==> src/rtl/cpu_pkg.sv <==
// Shared encodings for the multi-cycle core: opcodes, funct codes, error codes, FSM states.
// Latency: none (declarations only).
// Backpressure: not applicable.
package cpu_pkg;

    localparam int IW = 19;

    localparam logic [4:0] OP_RTYPE = 5'd0;
    localparam logic [4:0] OP_ADDI  = 5'd1;
    localparam logic [4:0] OP_LW    = 5'd2;
    localparam logic [4:0] OP_SW    = 5'd3;
    localparam logic [4:0] OP_BEQ   = 5'd4;
    localparam logic [4:0] OP_BNE   = 5'd5;
    localparam logic [4:0] OP_JMP   = 5'd6;
    localparam logic [4:0] OP_CALL  = 5'd7;
    localparam logic [4:0] OP_RET   = 5'd8;
    localparam logic [4:0] OP_HALT  = 5'd31;

    localparam logic [4:0] FN_ADD = 5'd0;
    localparam logic [4:0] FN_SUB = 5'd1;
    localparam logic [4:0] FN_AND = 5'd2;
    localparam logic [4:0] FN_OR  = 5'd3;
    localparam logic [4:0] FN_XOR = 5'd4;
    localparam logic [4:0] FN_SLT = 5'd5;
    localparam logic [4:0] FN_SLL = 5'd6;
    localparam logic [4:0] FN_SRL = 5'd7;

    localparam logic [1:0] ERR_NONE    = 2'd0;
    localparam logic [1:0] ERR_ILLEGAL = 2'd1;
    localparam logic [1:0] ERR_OVF     = 2'd2;
    localparam logic [1:0] ERR_UNF     = 2'd3;

    typedef enum logic [2:0] {
        S_FETCH,
        S_DECODE,
        S_EXEC,
        S_MEM,
        S_WB,
        S_HALT
    } state_t;

    // True for every executable opcode; HALT is handled separately by the decoder.
    function automatic logic op_legal(input logic [4:0] op, input logic [4:0] funct);
        logic ok;
        ok = 1'b0;
        if (op == OP_RTYPE) begin
            ok = (funct <= FN_SRL);
        end else if (op <= OP_RET) begin
            ok = 1'b1;
        end
        return ok;
    endfunction

endpackage

==> src/rtl/ret_stack.sv <==
// Return-address LIFO, DEPTH entries of W bits; o_top shows the most recent push.
// Latency: push/pop take effect on the next rising edge; o_top is combinational.
// Backpressure: push when full and pop when empty are ignored; caller checks o_full/o_empty.
module ret_stack #(
    parameter int DEPTH = 8,
    parameter int W     = 8
) (
    input  logic         clk,
    input  logic         rst_n,
    input  logic         i_push,
    input  logic         i_pop,
    input  logic [W-1:0] i_dat,
    output logic [W-1:0] o_top,
    output logic         o_full,
    output logic         o_empty
);
    localparam int PW = $clog2(DEPTH);

    logic [PW:0]   r_cnt;
    logic [W-1:0]  r_mem [DEPTH];
    logic [PW-1:0] w_top_idx;

    assign w_top_idx = r_cnt[PW-1:0] - PW'(1);
    assign o_top     = r_mem[w_top_idx];
    assign o_full    = (r_cnt == (PW+1)'(DEPTH));
    assign o_empty   = (r_cnt == '0);

    // Occupancy count and entry storage; a push writes at the current count.
    always_ff @(posedge clk or negedge rst_n) begin
        if (!rst_n) begin
            r_cnt <= '0;
            for (int i = 0; i < DEPTH; i++) begin
                r_mem[i] <= '0;
            end
        end else if (i_push && !o_full) begin
            r_mem[r_cnt[PW-1:0]] <= i_dat;
            r_cnt                <= r_cnt + (PW+1)'(1);
        end else if (i_pop && !o_empty) begin
            r_cnt <= r_cnt - (PW+1)'(1);
        end
    end

endmodule

==> src/rtl/cpu_mc_core.sv <==
// Multi-cycle 19-bit-ISA core with req/ack instruction and data ports; optional perf counters via CPU_MC_PERF_CNT_EN.
// Latency: branch/jump 3, ALU/SW 4, LW 5 cycles with zero-wait memories; each wait state adds one.
// Backpressure: FETCH and MEM hold their request and operands until ack; ack without a request is ignored.
module cpu_mc_core
    import cpu_pkg::*;
#(
    parameter int DATA_W      = 32,
    parameter int PC_W        = 8,
    parameter int DADDR_W     = 8,
    parameter int STACK_DEPTH = 8
) (
    input  logic               clk,
    input  logic               reset,
    output logic               imem_req,
    output logic [PC_W-1:0]    imem_addr,
    input  logic               imem_ack,
    input  logic [IW-1:0]      imem_rdata,
    output logic               dmem_req,
    output logic               dmem_we,
    output logic [DADDR_W-1:0] dmem_addr,
    output logic [DATA_W-1:0]  dmem_wdata,
    input  logic               dmem_ack,
    input  logic [DATA_W-1:0]  dmem_rdata,
    output logic [PC_W-1:0]    pc,
    output logic               halted,
    output logic [1:0]         err,
    output logic [31:0]        cycle_cnt,
    output logic [31:0]        instret_cnt
);
    state_t            r_state, w_state_nxt;
    logic [1:0]        r_err, w_err_nxt;
    logic [PC_W-1:0]   r_pc, w_pc_nxt;
    logic [IW-1:0]     r_ir;
    logic [DATA_W-1:0] r_a, r_b, r_alu, r_mdr;
    logic [DATA_W-1:0] r_rf [8];

    logic [4:0]        w_op, w_funct;
    logic [2:0]        w_rs, w_rt, w_rd, w_dest;
    logic [7:0]        w_imm;
    logic [DATA_W-1:0] w_imm_ext, w_opb, w_alu, w_wb_dat;
    logic [PC_W-1:0]   w_imm_pc, w_pc_inc, w_stk_top;
    logic              w_push, w_pop, w_stk_full, w_stk_empty, w_retire;

    assign w_op     = r_ir[18:14];
    assign w_rs     = r_ir[13:11];
    assign w_rt     = r_ir[10:8];
    assign w_rd     = r_ir[7:5];
    assign w_funct  = r_ir[4:0];
    assign w_imm    = r_ir[7:0];
    assign w_pc_inc = r_pc + PC_W'(1);
    assign w_dest   = (w_op == OP_RTYPE) ? w_rd : w_rt;
    assign w_wb_dat = (w_op == OP_LW) ? r_mdr : r_alu;

    // Fetch request is masked by reset so it falls the moment reset asserts.
    assign imem_req   = (r_state == S_FETCH) && reset;
    assign imem_addr  = r_pc;
    assign dmem_req   = (r_state == S_MEM);
    assign dmem_we    = (r_state == S_MEM) && (w_op == OP_SW);
    assign dmem_addr  = r_alu[DADDR_W-1:0];
    assign dmem_wdata = r_b;
    assign pc         = r_pc;
    assign halted     = (r_state == S_HALT);
    assign err        = r_err;

    ret_stack #(
        .DEPTH (STACK_DEPTH),
        .W     (PC_W)
    ) u_ret_stack (
        .clk     (clk),
        .rst_n   (reset),
        .i_push  (w_push),
        .i_pop   (w_pop),
        .i_dat   (w_pc_inc),
        .o_top   (w_stk_top),
        .o_full  (w_stk_full),
        .o_empty (w_stk_empty)
    );

    // Zero-extend the 8-bit immediate to data and PC widths.
    always_comb begin
        w_imm_ext      = '0;
        w_imm_ext[7:0] = w_imm;
        w_imm_pc       = '0;
        w_imm_pc[7:0]  = w_imm;
    end

    // ALU: R-type uses B and funct; ADDI/LW/SW add the immediate to A.
    always_comb begin
        w_opb = (w_op == OP_RTYPE) ? r_b : w_imm_ext;
        w_alu = r_a + w_opb;
        if (w_op == OP_RTYPE) begin
            case (w_funct)
                FN_SUB:  w_alu = r_a - r_b;
                FN_AND:  w_alu = r_a & r_b;
                FN_OR:   w_alu = r_a | r_b;
                FN_XOR:  w_alu = r_a ^ r_b;
                FN_SLT:  w_alu = ($signed(r_a) < $signed(r_b)) ? DATA_W'(1) : '0;
                FN_SLL:  w_alu = r_a << r_b[4:0];
                FN_SRL:  w_alu = r_a >> r_b[4:0];
                default: w_alu = r_a + r_b;
            endcase
        end
    end

    // Next state, error code, PC and stack control.
    always_comb begin
        w_state_nxt = r_state;
        w_err_nxt   = r_err;
        w_pc_nxt    = r_pc;
        w_push      = 1'b0;
        w_pop       = 1'b0;
        w_retire    = 1'b0;
        case (r_state)
            S_FETCH: begin
                if (imem_ack) w_state_nxt = S_DECODE;
            end
            S_DECODE: begin
                if (w_op == OP_HALT) begin
                    w_state_nxt = S_HALT;
                end else if (!op_legal(w_op, w_funct)) begin
                    w_state_nxt = S_HALT;
                    w_err_nxt   = ERR_ILLEGAL;
                end else begin
                    w_state_nxt = S_EXEC;
                end
            end
            S_EXEC: begin
                w_pc_nxt    = w_pc_inc;
                w_state_nxt = S_FETCH;
                w_retire    = 1'b1;
                case (w_op)
                    OP_RTYPE, OP_ADDI: begin
                        w_state_nxt = S_WB;
                        w_retire    = 1'b0;
                    end
                    OP_LW, OP_SW: begin
                        w_state_nxt = S_MEM;
                        w_retire    = 1'b0;
                    end
                    OP_BEQ:  if (r_a == r_b) w_pc_nxt = w_imm_pc;
                    OP_BNE:  if (r_a != r_b) w_pc_nxt = w_imm_pc;
                    OP_JMP:  w_pc_nxt = w_imm_pc;
                    OP_CALL: begin
                        if (w_stk_full) begin
                            w_pc_nxt    = r_pc;
                            w_state_nxt = S_HALT;
                            w_err_nxt   = ERR_OVF;
                            w_retire    = 1'b0;
                        end else begin
                            w_push   = 1'b1;
                            w_pc_nxt = w_imm_pc;
                        end
                    end
                    OP_RET: begin
                        if (w_stk_empty) begin
                            w_pc_nxt    = r_pc;
                            w_state_nxt = S_HALT;
                            w_err_nxt   = ERR_UNF;
                            w_retire    = 1'b0;
                        end else begin
                            w_pop    = 1'b1;
                            w_pc_nxt = w_stk_top;
                        end
                    end
                    default: begin
                        w_pc_nxt    = r_pc;
                        w_state_nxt = S_HALT;
                        w_err_nxt   = ERR_ILLEGAL;
                        w_retire    = 1'b0;
                    end
                endcase
            end
            S_MEM: begin
                if (dmem_ack) begin
                    if (w_op == OP_LW) begin
                        w_state_nxt = S_WB;
                    end else begin
                        w_state_nxt = S_FETCH;
                        w_retire    = 1'b1;
                    end
                end
            end
            S_WB: begin
                w_state_nxt = S_FETCH;
                w_retire    = 1'b1;
            end
            default: w_state_nxt = S_HALT;
        endcase
    end

    // FSM state, error code and PC registers.
    always_ff @(posedge clk or negedge reset) begin
        if (!reset) begin
            r_state <= S_FETCH;
            r_err   <= ERR_NONE;
            r_pc    <= '0;
        end else begin
            r_state <= w_state_nxt;
            r_err   <= w_err_nxt;
            r_pc    <= w_pc_nxt;
        end
    end

    // Datapath latches: IR on fetch ack, operands in decode, ALU result in exec, load data in mem.
    always_ff @(posedge clk or negedge reset) begin
        if (!reset) begin
            r_ir  <= '0;
            r_a   <= '0;
            r_b   <= '0;
            r_alu <= '0;
            r_mdr <= '0;
        end else begin
            if (r_state == S_FETCH && imem_ack) r_ir <= imem_rdata;
            if (r_state == S_DECODE) begin
                r_a <= (w_rs == 3'd0) ? '0 : r_rf[w_rs];
                r_b <= (w_rt == 3'd0) ? '0 : r_rf[w_rt];
            end
            if (r_state == S_EXEC) r_alu <= w_alu;
            if (r_state == S_MEM && dmem_ack && w_op == OP_LW) r_mdr <= dmem_rdata;
        end
    end

    // Register file write-back; R0 stays zero.
    always_ff @(posedge clk or negedge reset) begin
        if (!reset) begin
            for (int i = 0; i < 8; i++) begin
                r_rf[i] <= '0;
            end
        end else if (r_state == S_WB && w_dest != 3'd0) begin
            r_rf[w_dest] <= w_wb_dat;
        end
    end

`ifdef CPU_MC_PERF_CNT_EN
    logic [31:0] r_cycle_cnt, r_instret_cnt;

    // Cycle counter stops in HALT; instret counts each retirement strobe.
    always_ff @(posedge clk or negedge reset) begin
        if (!reset) begin
            r_cycle_cnt   <= '0;
            r_instret_cnt <= '0;
        end else begin
            if (r_state != S_HALT) r_cycle_cnt <= r_cycle_cnt + 32'd1;
            if (w_retire) r_instret_cnt <= r_instret_cnt + 32'd1;
        end
    end

    assign cycle_cnt   = r_cycle_cnt;
    assign instret_cnt = r_instret_cnt;
`else
    logic w_unused_retire;
    assign w_unused_retire = w_retire;
    assign cycle_cnt       = '0;
    assign instret_cnt     = '0;
`endif

endmodule

==> config.mk <==
export PLATFORM = sky130hd
export DESIGN_NAME = cpu_mc_core
export DESIGN_NICKNAME = d
export VERILOG_FILES = /design/src/rtl/cpu_pkg.sv /design/src/rtl/ret_stack.sv /design/src/rtl/cpu_mc_core.sv
export SDC_FILE = /design/constraint.sdc
export NUM_CORES = 2
export LEC_CHECK = 0
export ABC_AREA = 0
export CORE_MARGIN = 5
export CORE_UTILIZATION = 59
export CTS_CLUSTER_DIAMETER = 30
export DETAILED_ROUTE_END_ITERATION = 8
export GPL_TIMING_DRIVEN = 0
export PLACE_DENSITY = 0.79
export SLEW_MARGIN = 40
export SYNTH_ARGS = -nofsm -noshare
export SYNTH_HDL_FRONTEND = slang
export SYNTH_HIERARCHICAL = 1
export SYNTH_SLANG_ARGS = --single-unit
==> constraint.sdc <==
create_clock -name clk -period 8.5 [get_ports clk]
set_input_delay 1.7 -clock clk [delete_from_list [all_inputs] [get_ports clk]]
set_output_delay 1.7 -clock clk [all_outputs]
set_load 0.02 [all_outputs]
## Word-level counts from Yosys, hierarchy flattened

Cells that the tools add are included.

| operators by class | value |
|---|---|
| shift operators | 2 |
| $add $sub $neg | 7 |
| equal/unequal tests | 33 |
| reductions and logical operators | 29 |
| muxes and demuxes | 55 |
| magnitude comparators | 10 |
| bitwise logic cells | 8 |

Operators with widths:

| cell | count |
|---|---|
| 32-bit 2-to-1 mux | 10 |
| 256-bit bitwise mux | 1 |
| 32-bit case mux with 7 select lines | 1 |
| 32-bit binary-select mux with 3-bit select | 2 |
| 32-bit demux with 3-bit select | 1 |
| 32-bit adder | 2 |
| 64-bit bitwise mux | 1 |
| 8-bit 2-to-1 mux | 7 |
| 8-bit case mux with 6 select lines | 1 |
| 5-bit by 3-bit == test with 1-bit output, second input constant | 8 |
| 32-bit AND | 1 |
| 32-bit == test | 1 |
| 32-bit < comparator | 1 |
| 32-bit inequality test | 1 |
| 32-bit bitwise OR | 1 |
| 32-bit by 5-bit << shifter with 32-bit output | 1 |
| 32-bit by 5-bit >> shifter with 32-bit output | 1 |
| 32-bit subtractor | 1 |
| 32-bit XOR | 1 |
| 3-bit case mux with 5 select lines | 2 |
| 8-bit binary-select mux with 3-bit select | 1 |
| 8-bit demux with 3-bit select | 1 |
| 3-bit 2-to-1 mux | 8 |
| 5-bit by 2-bit == test with 1-bit output, second input constant | 4 |
| other kinds (39) | 85 |

| storage, ports and cells | value |
|---|---|
| input bits | 55 |
| register bits after elaboration | 484 |
| output and inout port bits | 126 |
| logic and storage cells | 169 |

## Logic depth before layout (Yosys ltp)

| logic depth | value |
|---|---|
| depth after elaboration | 8 |
| mapped depth | 20 |
| mapped depth without buffers | 15 |

## By module

Netlist, hierarchy kept.

Modules (own cells, without submodules):

| module | area an instance (µm²) | cells each | instances | seq. area each (µm²) |
|---|---|---|---|---|
| cpu_mc_core | 29163.0 | 3303 | 1 | 9609.2 |
| ret_stack | 3211.8 | 205 | 1 | 1701.6 |

## Least setup slack after synthesis

Ideal clock, no wire load.

| path | value |
|---|---|
| path kind | register to register |
| start | register r_ir[14] |
| end | register r_alu[30] |
| data arrival time | 4210 ps |
| data required time | 8378 ps |
| setup slack | 4168 ps |
| setup time | 122 ps |
| path buffers | 5 |
| period minus slack after synthesis | 4332 ps |
| cell stages (with the launch flop) | 20 |
| cell sequence | dfrtp_1 -> buf_6 -> or3_1 -> buf_2 -> nor3_4 -> buf_4 -> clkbuf_1 -> clkbuf_1 -> o21ai_0 -> ha_1 -> fa_1 -> a211oi_1 -> nor4_1 -> o21ai_0 -> nand4_1 -> a31o_2 -> a41o_1 -> nand2_1 -> o22ai_1 -> a32o_1 |

| between the ends | value |
|---|---|
| longest elaborated chain between the ends | 4 |

RTL lines:

| what | line | text |
|---|---|---|
| from (decl) | cpu_mc_core.sv:33 | `logic [IW-1:0] r_ir;` |
| from (signal assigned) | cpu_mc_core.sv:213 | `if (r_state == S_FETCH && imem_ack) r_ir <= imem_rdata;` |
| 5-bit zero test (*) | cpu_mc_core.sv:89, cpu_mc_core.sv:91 |  |
| 32-bit 2-to-1 mux | cpu_mc_core.sv:89 | `w_opb = (w_op == OP_RTYPE) ? r_b : w_imm_ext;` |
| 32-bit adder | cpu_mc_core.sv:90 | `w_alu = r_a + w_opb;` |
| 32-bit 2-to-1 mux (*) | cpu_mc_core.sv:91 | `if (w_op == OP_RTYPE) begin` |
| to (signal assigned) | cpu_mc_core.sv:218 | `if (r_state == S_EXEC) r_alu <= w_alu;` |
| to (decl) | cpu_mc_core.sv:34 | `logic [DATA_W-1:0] r_a, r_b, r_alu, r_mdr;` |

Every way passes the cells marked *; elsewhere a longest branch is shown, timed or not.
A chain may end at the register's enable or synchronous reset.

## Worst setup path in the final report

| path | value |
|---|---|
| start | register r_ir[14] |
| end | register r_alu[28] |

Same word-level chain as after synthesis.

==> impl.org <==
** Critical path
- Critical path data required time :: 8980 ps
- Largest driver fanout on the critical path :: 10
- CP endpoint kind :: register
- Worst path arrival time :: 7250 ps
- Type of the worst setup path :: reg -> reg
- Launch point of the worst reg-to-reg path :: r_ir[14]
- For the worst flop-to-flop path, the logic depth is 19.
- Critical Path Start Type :: register
- The worst register-to-register path ends at r_alu[28].
- Across all register-to-register paths, the minimum setup slack is 1730 ps.

** Job
- Count of maximum capacitance violations :: 0

** Route
- For this run, design rule violations remaining after detail routing come to 0.
- Antenna-violating nets left :: 0
- The detailed router used layers up to and including met4.
- Summed over all nets, wire length on met2 after detailed routing comes to 62300 µm.
- For this block, the initial DRC count from the detailed router was 5215.
- Routed length on met1 :: 51500 µm
- Initial DRT Pass Iterations :: 7
- Detailed-route wire length :: 144000 µm
- Using the TritonRoute via totals, the vias-per-cell ratio works out to 7.18.
- In the detailed route, the total length drawn on met3 is 19500 µm.
- WL per Instance :: 31.7 µm
- Via Count :: 32.7k

** Power and ir drop
- Fraction of power consumed by combinational cells :: 53.3%
- Maximum resistive drop on vdd :: 0.332 mV
- Net switching is 49.6% of the power.
- The clock network is responsible for 22.0% of the overall power.
- Pwr Density :: 421 nW/µm²
- Internal power comes to 0.00806 W.
- For this design the static power due to leakage is 16.4 nW.
- The analysis attributes to net switching a power of 0.00792 W.
- The design draws 0.0160 W.
- In this run, flip-flops and latches consume 24.7% of the power.

** Clocking
- Buffers inserted to repair hold after CTS numbered 0.
- Maximum level of the CTS H-tree :: 3
- Worst-Skew Late Latency :: 660 ps
- Longest Clk Path Bufs :: 3
- Clock tree from TritonCTS :: built
- In this run the clock root is driven by a clkbuf_16.
- Clk slew on worst S/H paths :: 50 ps
- Buffers added to address setup during post-CTS repair amount to 0.
- The tree built by TritonCTS fans out to 452 sinks.
- Gates resized during post-CTS repair numbered 0.
- CTS Buf Count :: 86

** STA
- Dividing the final minimum period by the clock period gives 79.6%.
- For this run, the top clock speed supported by timing is 148 MHz.
- Worst clock skew on the final layout :: 73.5 ps
- Once routing completed, OpenROAD measured the worst setup slack at 1730 ps.
- Final period demand of the worst path :: 6770 ps
- The final hold violation count came to 0.
- At the pin with the least slew margin, the transition time is 984 ps.
- Setup violations remaining at the end of the flow were counted as 0.
- The max-slew violation total from the final report came to 0.
- Setup repair after global routing left no endpoint under its margin.
- In this run the tightest slew margin relative to its limit is 34.0%.
- Worst Hold Slack :: 506 ps

** Placement
- The wire-length estimate of the detail-placed layout is 106000 µm.
- Area of placed instances :: 34900 µm²
- At the end of routability-driven placement, the weighted congestion stood at 1.06.
- Prior to clock tree synthesis, the placed netlist has a worst setup slack of 2130 ps.
- During placement, the flow inserted port buffers numbering 116.

** Layout
- Core Util, Final :: 70.1%
- Most frequent standard cell in the layout excluding fill and tap cells :: dfrtp_1
- Once layout is done, the placed cells without fillers occupy 38000 µm².
- Multi-input gate area :: 19200 µm²
- Layout Nets :: 3975
- Proportion of layout cells with a drive suffix above 1 :: 18.5%
- The library cells used most frequently in the layout, excluding fill and tap cells, are dfrtp_1, nor2_1, a21oi_1.
- Relative to the synthesized area, the layout overhead comes to 17.3%.
- Filler instances :: 3849
- Sequential Area :: 11300 µm²

** Floorplan
- The total area inside the core boundary comes to 54100 µm².
- Cell Rows :: 85
- Vertical die dimension :: 244 µm
- The die is 244 µm wide.
- The die covers 59700 µm².
- Num ports :: 181
- For this configuration, the core starts out at a cell density of 59.8%.

** Synthesis
- Synthesis handed over a netlist of 3508 instances.
- Sequential fraction of the synthesis area :: 34.9%
- Number of unique standard cell types used by synthesis :: 94
- Ys Warns :: 6
- Among all flip-flop cells after synthesis, the most frequent one is dfrtp_1.
- Post-synthesis sequential element count :: 452
- Syn avg cell area :: 9.23 µm²
- Proportion of synthesized flip-flops having asynchronous set or reset :: 100%
- The mapped netlist covers 32400 µm².
- The synthesized design contains 0 enable-type register cells.

** GRT
- For this run the aggregate overflow at the end of global routing stands at 0.
- Wire length of the first global-routing pass :: 212000 µm
- Pin count of the biggest net entering global routing :: 77
- Global routing used 47.1% of the available tracks across all layers.
- The initial antenna violation count came to 3.
- Vias in the first global route :: 32.0k

** Outcome
- The flow ran to the end, and the final reports show no timing, DRC or antenna violations.

** Worst hold path
- Class of the most critical hold timing path :: reg -> reg
- For hold timing, the worst endpoint is r_rf[41].
- The startpoint identified for the worst hold timing path is r_rf[41].
- Worst hold stages :: 2
-- worst max path at each step --
stage                     depth (start not counted)   endpoint      from
after floorplan                                  19  r_alu[30]  r_ir[14]
after global placement                            1  r_alu[19]     reset
after detailed placement                         19  r_alu[28]  r_ir[14]
after CTS                                        19  r_alu[28]  r_ir[14]
after global routing                             18  r_alu[28]  r_ir[16]
final                                            19  r_alu[28]  r_ir[14]
-- layer usage --
metal	GRT usage (%)	up-vias
li1	-	13263
met1	60.8	15796
met2	70.8	2891
met3	14.3	722
met4	27.2	0
met5	0	-
-- sequential cells by signal, indices dropped and copies added, names as in the netlist, 4 cells and up --
name and cells:
r_alu 32, dmem_wdata 32, r_ir 19, r_mdr 32, r_a 32, r_rf 224, u_ret_stack/r_mem 64, u_ret_stack/r_cnt 4
imem_addr 8
-- critical path, cell delays in order, from the launching register on --
cell      delay, ps
dfrtp_1         380
buf_6           140
or3_1           330
buf_2           180
nor3_4          270
buf_4           360
clkbuf_1        760
clkbuf_1        590
o21ai_0         190
ha_1            270
fa_1            450
a211oi_1        390
nor4_1          160
o21ai_0         700
nand4_1         320
a31o_2          350
a31oi_1         220
xnor2_1         180
nor2_1           70
o31ai_1         280
-- area by class of cell --
| type | instances | share of cell area (%) |
|---|---|---|
| flip-flops and latches | 452 | 29.8 |
| clock buffers | 99 | 5.96 |
| repair buffers | 125 | 3.57 |
| diodes | 3 | 0.0198 |
| multi-input cells | 2656 | 50.5 |
| inverters | 124 | 1.23 |
| plain buffers | 339 | 4.68 |
| clock inverters | 59 | 1.95 |
| well taps | 696 | 2.29 |
-- cells in the mapped netlist (28+ instances only) --
cell      instances  area share [%]
o211ai_1         28            0.65
a21o_1           34            0.79
nor2_1          357             4.1
a21oi_1         343             5.3
o22ai_1          28            0.54
ha_1            132             5.1
mux2_2          200             7.0
a22oi_1          81             1.9
nand3_1          52            0.80
mux2i_1          99             3.1
xnor2_1          40             1.1
nand2_1         318             3.7
buf_2            57            0.88
dfrtp_1         452              35
o21ai_0         287             4.4
nor3_1           40            0.62
a211oi_1         36            0.83
buf_4            92             2.1
inv_1           120             1.4
buf_1            30            0.35
clkbuf_1        150             1.7
mux4_2          117             8.1
-- metrics by stage --
stage	std cells	setup TNS [ps]
finish	4553	0
global route	4550	0
CTS	4550	0
detailed placement	4392	0
global placement	4383	-6205750
floorplan	3571	0
-- cell families (layout without fill, tap and decap cells) --
logic type,count (synthesis),count (layout),synth area share [%]
AO/OA/AOI/OAI,1069,1069,20.6
XOR/XNOR,55,55,1.49
adder cells (fa/ha/maj),136,136,5.35
buffers and inverters,463,746,6.88
flip-flops,452,452,34.9
multiplexers,418,418,18.2
other,1,67,0.0116
AND/OR/NAND/NOR,914,914,12.5
-- power groups by stage --
stage | clock network, W | logic, W | registers [W]
finish | 0.00352 | 0.00852 | 0.00395
global route | 0.00361 | 0.00888 | 0.00395
CTS | 0.00350 | 0.00808 | 0.00383
detailed placement | 0 | 0.00791 | 0.00383
global placement | 0 | 0.00777 | 0.00378
floorplan | 0 | 0.00528 | 0.00342
Note: power is estimated with default switching activity, not from simulation.
